**config.mk**
```make
export PLATFORM = sky130hd
export DESIGN_NAME = demux_capture
export DESIGN_NICKNAME = d
export VERILOG_FILES = /design/src/rtl/demux_capture.sv
export SDC_FILE = /design/constraint.sdc
export NUM_CORES = 1
export LEC_CHECK = 0
export ABC_AREA = 1
export BUFFER_PORTS_ARGS = -buffer_cell sky130_fd_sc_hd__buf_4
export CELL_PAD_IN_SITES_DETAIL_PLACEMENT = 0
export CELL_PAD_IN_SITES_GLOBAL_PLACEMENT = 1
export CORE_MARGIN = 4
export CORE_UTILIZATION = 39
export CTS_CLUSTER_SIZE = 16
export DETAILED_ROUTE_END_ITERATION = 8
export MAX_ROUTING_LAYER = met4
export PLACE_DENSITY = 0.91
export REMOVE_ABC_BUFFERS = 1
export SLEW_MARGIN = 20
export SYNTH_ARGS = -nofsm -noshare
export SYNTH_HDL_FRONTEND = slang
export SYNTH_SLANG_ARGS = --single-unit
```
**constraint.sdc**
```tcl
create_clock -name Clock -period 2.8 [get_ports Clock]
set_input_delay 0.28 -clock Clock [delete_from_list [all_inputs] [get_ports Clock]]
set_output_delay 0.28 -clock Clock [all_outputs]
set_load 0.05 [all_outputs]
```
**src/rtl/demux_capture.sv**
```systemverilog
// Bit-serial capture into a 7-slot word with Valid/Ack handshake.
// Define DEMUX_AUTO_EN to build the auto-increment slot pointer.
module demux_capture #(
  parameter int WIDTH = 7,
  parameter int SELW  = 3
) (
  input  logic             Clock,
  input  logic             Reset,
  input  logic [SELW-1:0]  DemuxSelect,
  input  logic             In,
  input  logic             WrEn,
  input  logic             AutoMode,
  input  logic             Ack,
  output logic [WIDTH-1:0] Out,
  output logic             Valid,
  output logic             Overrun
);

  typedef enum logic {
    COLLECT = 1'b0,
    HOLD    = 1'b1
  } state_t;

  state_t           state;
  logic [WIDTH-1:0] wrmask;
  logic [WIDTH-1:0] mask_base;
  logic [WIDTH-1:0] mask_nxt;
  logic [WIDTH-1:0] onehot;
  logic [SELW-1:0]  tgt;
  logic             restart;
  logic             accept;
  logic             tgt_ok;
  logic             do_wr;
  logic             drop;

`ifdef DEMUX_AUTO_EN
  logic [SELW-1:0]  ptr;
  logic [SELW-1:0]  ptr_base;
  logic [SELW-1:0]  ptr_inc;
`else
  logic             unused_auto;
  assign unused_auto = AutoMode;
`endif

  // Target selection and next write mask; Ack in HOLD opens a new frame
  // in the same cycle so a coincident write lands in that new frame.
  always_comb begin
    restart   = (state == HOLD) && Ack;
    accept    = WrEn && ((state == COLLECT) || restart);
    drop      = WrEn && (state == HOLD) && !Ack;
    mask_base = restart ? '0 : wrmask;
`ifdef DEMUX_AUTO_EN
    ptr_base  = restart ? '0 : ptr;
    ptr_inc   = (ptr_base == SELW'(WIDTH - 1)) ? '0
              : ptr_base + SELW'(1);
    tgt       = AutoMode ? ptr_base : DemuxSelect;
`else
    tgt       = DemuxSelect;
`endif
    tgt_ok    = 32'(tgt) < WIDTH;
    do_wr     = accept && tgt_ok;
    onehot    = WIDTH'(1) << tgt;
    mask_nxt  = mask_base | (do_wr ? onehot : '0);
  end

  // Frame state, data, mask and sticky overrun flag.
  always_ff @(posedge Clock or posedge Reset) begin
    if (Reset) begin
      state   <= COLLECT;
      wrmask  <= '0;
      Out     <= '0;
      Overrun <= 1'b0;
    end else begin
      wrmask <= mask_nxt;
      if (do_wr)
        Out <= (Out & ~onehot) | ({WIDTH{In}} & onehot);
      if (&mask_nxt)
        state <= HOLD;
      else
        state <= COLLECT;
      if (restart)
        Overrun <= 1'b0;
      else if (drop)
        Overrun <= 1'b1;
    end
  end

`ifdef DEMUX_AUTO_EN
  // Pointer advances on auto writes; a new frame restarts it at slot 0.
  always_ff @(posedge Clock or posedge Reset) begin
    if (Reset)
      ptr <= '0;
    else if (accept && AutoMode)
      ptr <= ptr_inc;
    else if (restart)
      ptr <= '0;
  end
`endif

  assign Valid = (state == HOLD);

endmodule

```
==> impl_metrics.py, run 1 <==
metrics = {
    "logic_synthesis": {
        "synthTopCellsByArea": "dfrtp_1 55%, inv_1 8.2%, nor2_2 7.7%",
        "synth_top_cell_by_area": "dfrtp_1",
        "ys.flop_type": "dfrtp_1",
        "avgSynthCellArea_um2": 8.47,
        "yosys.cell_types.count": 15,
        "yosys_warnings": 0,
        "synth_common_cells": "16 x dfrtp_1, 16 x inv_1, 12 x nor2_1",
        "synthArstFlopShare_pct": 100,
        "synth_seq_area_share_pct": 55.0,
        "synthCells": 86,
        "synth_edf_count": 0,
        "synth_area_um2": 728,
        "synth_top_cell_area_share_pct": 55.0,
        "synth_seq_cells": 16,
    },
    "timing": {
        "fin_tns_setup_ns": 0,
        "fin_skew_ns": 0.00176,
        "setup_viol_count_final": 0,
        "fmax_mhz": 835,
        "tightestPinTransition_ns": 0.572,
        "min_period_over_period_pct": 42.8,
        "rsz0062_at_grt": "no",
        "max-slew-margin-rel_pct": 61.8,
        "hold_violations": 0,
        "setup_ws_ns": 1.60,
        "post-route-min-period_ns": 1.20,
        "slew_violations": 0,
    },
    "min_path": {
        "hp-class": "in -> async",
    },
    "pwr": {
        "pwr-share-comb_pct": 45.7,
        "p_leak_nw": 0.477,
        "p_int_w": 0.000530,
        "power.switching_w": 0.000388,
        "seqPwrFrac_pct": 38.3,
        "pwr-share-clk_pct": 16.0,
        "ir_drop_mv": 0.345,
        "swShare_pct": 42.3,
        "power_density_nw_per_um2": 1000,
    },
    "die": {
        "die_width_um": 51.2,
        "die_h_um": 51.2,
        "row_count": 15,
        "core_um2": 1750,
        "initial_core_util_pct": 41.7,
        "dieArea_um2": 2620,
        "num_io_pins": 18,
    },
    "global_routing": {
        "antenna_found_initial": 0,
        "grt_pass1_vias": 522,
        "busiest_layer": "met2",
        "grt.met1_usage_pct": 13.3,
        "track_usage_pct": 11.2,
        "grt_max_degree": 17,
        "met2_usage_pct": 18.7,
        "overflow": 0,
        "met3_usage_pct": 1.75,
        "grt_pass1_wl_um": 2160,
    },
    "clocking": {
        "cts_tree": "built",
        "clk_transition_reported_paths_ns": 0.09,
        "cts_root_buf": "clkbuf_4",
        "cts_inserted_buffers": 3,
        "hold_buffers": 0,
        "cts_sinks": 16,
        "post_cts_resized": 0,
        "clock_latency_ns": 0.28,
        "clockBufferDepth": 2,
        "cts_setup_buffers": 0,
        "cts_max_level": 1,
    },
    "setup_path": {
        "cpLargestDelayFamily": "flip-flops",
        "crit_path_max_incr_delay_ns": 0.42,
        "arrival_ns": 0.92,
        "critPathMaxFanout": 4,
        "worstPathCellList": "buf_4",
        "r2r_setup_slack_ns": 1.67,
        "path_buf_inv": 1,
        "slowest_stage": "dfrtp_1",
        "worstPathRequired_ns": 2.52,
        "worstSetupPathType": "reg -> out",
        "crit_path_start_kind": "register",
        "endpoint_kind": "output pin",
    },
    "layout": {
        "antenna_cells": 0,
        "drive_above_1_share_pct": 34.0,
        "finalNetCount": 116,
        "syn2layout_area_growth_pct": 25.8,
        "post-route-util_pct": 52.5,
    },
    "placed_design": {
        "gp_congestion": 0.782,
        "place_hpwl_um": 1050,
        "portBuffers": 16,
        "dp_slack_ns": 1.67,
    },
    "status": {
        "outcome": "finished, final reports clean",
    },
    "detailed_routing": {
        "first_pass_iters": 4,
        "via_per_inst": 4.35,
        "drtAntennaViolNets": 0,
        "routed_wl_um": 1270,
        "drt_iter0_markers": 10,
        "routedWlPerCell_um": 9.66,
        "vias": 570,
        "drc": 0,
    },
    "job": {
        "max_cap_viol_count": 0,
    },
}
==> metal layers <==
layer	share of wire (%)	routed length, µm
met1	46	585
met2	48	606
met3	4.5	57
met4	1.3	17
met5	0	0
==> power by group through the flow <==
stage	sequential [W]	clock (W)	combinational (W)
after global routing	0.000361	0.000168	0.000455
final	0.000352	0.000147	0.000419
after CTS	0.000353	0.000152	0.000424
after detailed placement	0.000358	0	0.000424
after global placement	0.000353	0	0.000415
after floorplan	0.000491	0	0.000176
==> area by class of cell <==
cell class	count	area [µm²]
Clock buffer	4	36.3
Timing Repair Buffer	16	120
Multi-Input combinational cell	52	259
Tap cell	25	31.3
Fill cell	185	830
Sequential cell	16	400
Inverter	18	68.8
==> layout by cell type (no fill, tap or decap) <==
cell / instances
dfrtp_1: 16
nand3_2: 1
nor3_1: 2
nor2_1: 12
clkbuf_4: 3
inv_2: 1
clkbuf_8: 1
o21ai_1: 1
nor2_2: 9
o21ai_0: 3
clkinv_2: 1
inv_1: 16
nand2_2: 3
nand3_1: 5
nand2_1: 10
nand2_4: 1
a21oi_1: 5
buf_4: 16
==> stage by stage <==
stage                     hold slack [ns]  total power (W)  std cells  cell area, µm²
after CTS                          0.0724         0.000930        131             916
after detailed placement            0.382         0.000781        127             880
final                              0.0542         0.000918        131             916
after global routing                0.100         0.000984        131             916
after floorplan                     0.194         0.000667         86             728
after global placement              0.380         0.000768        127             880
==> worst paths after layout <==
check	start	endpoint	cells after the start
min reg2reg	wrmask[0]	wrmask[0]	2
max in group asynchronous	Reset	wrmask[3]	2
max	Valid	Valid	1
max reg2reg	Valid	Valid	7
min	Reset	wrmask[5]	2
min in group Clock	Ack	Overrun	4
==> cell families after synthesis <==
kind of cell | Yosys count | synth area share [%]
buffers and inverters | 18 | 9.45
AO/OA/AOI/OAI | 9 | 6.18
flip-flops | 16 | 55.0
AND/OR/NAND/NOR | 43 | 29.4
Note: power is estimated with default switching activity, not from simulation.
==> run 2: changes to the inputs <==
- CORE_UTILIZATION: 39 -> 36
- PLACE_DENSITY: 0.91 -> 0.86
- clock period: 2.8 -> 1.24 ns (I/O delays scaled with it)
==> run 2 against run 1 <==
Against the previous run: sequential power increased by 120%; sequential cell count unchanged; core utilization decreased by 3.7 points; first-iteration DRC count unchanged; total power increased by 120%; clock-buffer cell count decreased by 1; critical path type unchanged; critical endpoint unchanged; largest power group unchanged.
==> impl_metrics.py, run 2 (synthesis gave the netlist of run 1 again) <==
metrics = {
    "status": {
        "outcome": "finished, final reports clean",
    },
    "clocking": {
        "cts_tree": "built",
        "clk_transition_reported_paths_ns": 0.08,
        "clockBufferDepth": 2,
        "cts_root_buf": "clkbuf_4",
        "cts_inserted_buffers": 3,
        "cts_max_level": 1,
        "clock_latency_ns": 0.27,
        "cts_sinks": 16,
    },
    "detailed_routing": {
        "routed_wl_um": 1330,
        "drtAntennaViolNets": 0,
        "drc": 0,
        "via_per_inst": 4.22,
        "first_pass_iters": 4,
        "routedWlPerCell_um": 9.89,
        "drt_iter0_markers": 10,
        "vias": 565,
    },
    "die": {
        "die_h_um": 53.0,
        "core_um2": 1940,
        "dieArea_um2": 2810,
        "die_width_um": 53.0,
        "row_count": 16,
        "num_io_pins": 18,
        "initial_core_util_pct": 37.5,
    },
    "global_routing": {
        "grt_pass1_vias": 550,
        "grt_pass1_wl_um": 2390,
        "antenna_found_initial": 0,
        "track_usage_pct": 12.1,
        "overflow": 0,
        "busiest_layer": "met2",
        "grt_max_degree": 17,
        "met2_usage_pct": 18.4,
        "met3_usage_pct": 2.82,
        "grt.met1_usage_pct": 14.9,
    },
    "timing": {
        "fin_tns_setup_ns": 0,
        "setup_ws_ns": 0.0892,
        "hold_violations": 0,
        "min_period_over_period_pct": 92.8,
        "slew_violations": 0,
        "setup_viol_count_final": 0,
        "post-route-min-period_ns": 1.15,
        "fmax_mhz": 869,
        "max-slew-margin-rel_pct": 60.9,
        "tightestPinTransition_ns": 0.586,
        "fin_skew_ns": 0.00310,
        "rsz0062_at_grt": "no",
    },
    "layout": {
        "drive_above_1_share_pct": 35.5,
        "regArea_um2": 400,
        "finalNetCount": 118,
        "syn2layout_area_growth_pct": 30.1,
        "layout_commonest_cell": "buf_4",
        "antenna_cells": 0,
        "layout_common_cells": "17 x buf_4, 16 x dfrtp_1, 16 x inv_1",
        "instances_no_fill": 134,
        "multi_input_area_um2": 284,
        "nFillCells": 203,
    },
    "setup_path": {
        "r2r-end": "Valid",
        "ff2ff_path_depth": 7,
        "worstSetupPathType": "reg -> out",
        "critPathMaxFanout": 4,
        "crit_path_start_kind": "register",
        "r2r_setup_slack_ns": 0.11,
        "worstPathRequired_ns": 1.12,
        "reg2reg_from": "Valid",
        "arrival_ns": 1.03,
        "endpoint_kind": "output pin",
    },
    "placed_design": {
        "dp_slack_ns": 0.0868,
        "placed_cells": 129,
        "gp_congestion": 0.702,
        "place_hpwl_um": 1040,
        "portBuffers": 16,
    },
    "pwr": {
        "ir_drop_mv": 0.919,
        "power_density_nw_per_um2": 2150,
        "p_leak_nw": 0.482,
    },
    "min_path": {
        "hp-class": "in -> reg",
        "worstHoldStart": "Ack",
        "holdPathEnd": "Overrun",
        "whs_path_depth": 4,
    },
    "job": {
        "max_cap_viol_count": 0,
    },
}
## run 2: changes by cell type in the layout (fill, tap and decap cells not counted)
| cell | change |
|---|---|
| nor2_4 | +4 |
| clkbuf_8 | -1 |
| nor2_2 | -2 |
| buf_4 | +1 |
| nor2_1 | -2 |
| dlygate4sd3_1 | +1 |
## run 2: how the worst max path moves through the flow
stage	from	to	slack (ns)	cells past startpoint
floorplan	Valid	Valid	-0.09	7
global placement	Valid	Valid	0.12	7
detailed placement	Valid	Valid	0.09	7
CTS	Valid	Valid	0.06	7
global route	Valid	Valid	0.01	7
finish	Valid	Valid	0.09	2
## run 2: routing by layer
metal | routed length (µm) | share of wire, %
met3 | 64 | 4.8
met4 | 20 | 1.5
met5 | 0 | 0
met1 | 584 | 44
met2 | 656 | 50
## run 2: stage by stage
step / hold WS [ns] / utilization [%] / total power, W / instance area (µm²)
final: 0.175 / 48.8 / 0.00204 / 947
after global routing: 0.204 / 48.8 / 0.00220 / 947
after CTS: 0.167 / 47.1 / 0.00203 / 915
after detailed placement: 0.234 / 45.4 / 0.00176 / 882
after global placement: 0.226 / 45.4 / 0.00173 / 882
after floorplan: 0.0377 / - / 0.00151 / 728
## run 2: power by group
part / switching, W / internal [W] / leakage, nW / total, W
clock network: 0.000144 / 0.000112 / 0.0138 / 0.000257
logic: 0.000660 / 0.000330 / 0.286 / 0.000990
registers: 0.0000772 / 0.000713 / 0.182 / 0.000790
total: 0.000881 / 0.00116 / 0.482 / 0.00204
## run 2: critical path: stages (launching register included)
cell and delay (ns):
dfrtp_1 0.43, buf_4 0.15, buf_4 0.18
## run 2: what timing repair did
action,CTS,global route
resized for setup,0,6
hold buffers,1,0
buffers inserted,0,1
setup endpoints to repair,0,1
endpoints found under the hold margin,16,0
## run 2: layout make-up
| type | count | area share [%] |
|---|---|---|
| well taps | 27 | 3.57 |
| inverters | 18 | 7.27 |
| clock buffers | 3 | 2.38 |
| multi-input cells | 52 | 30.0 |
| repair buffers | 18 | 14.5 |
| flip-flops and latches | 16 | 42.3 |
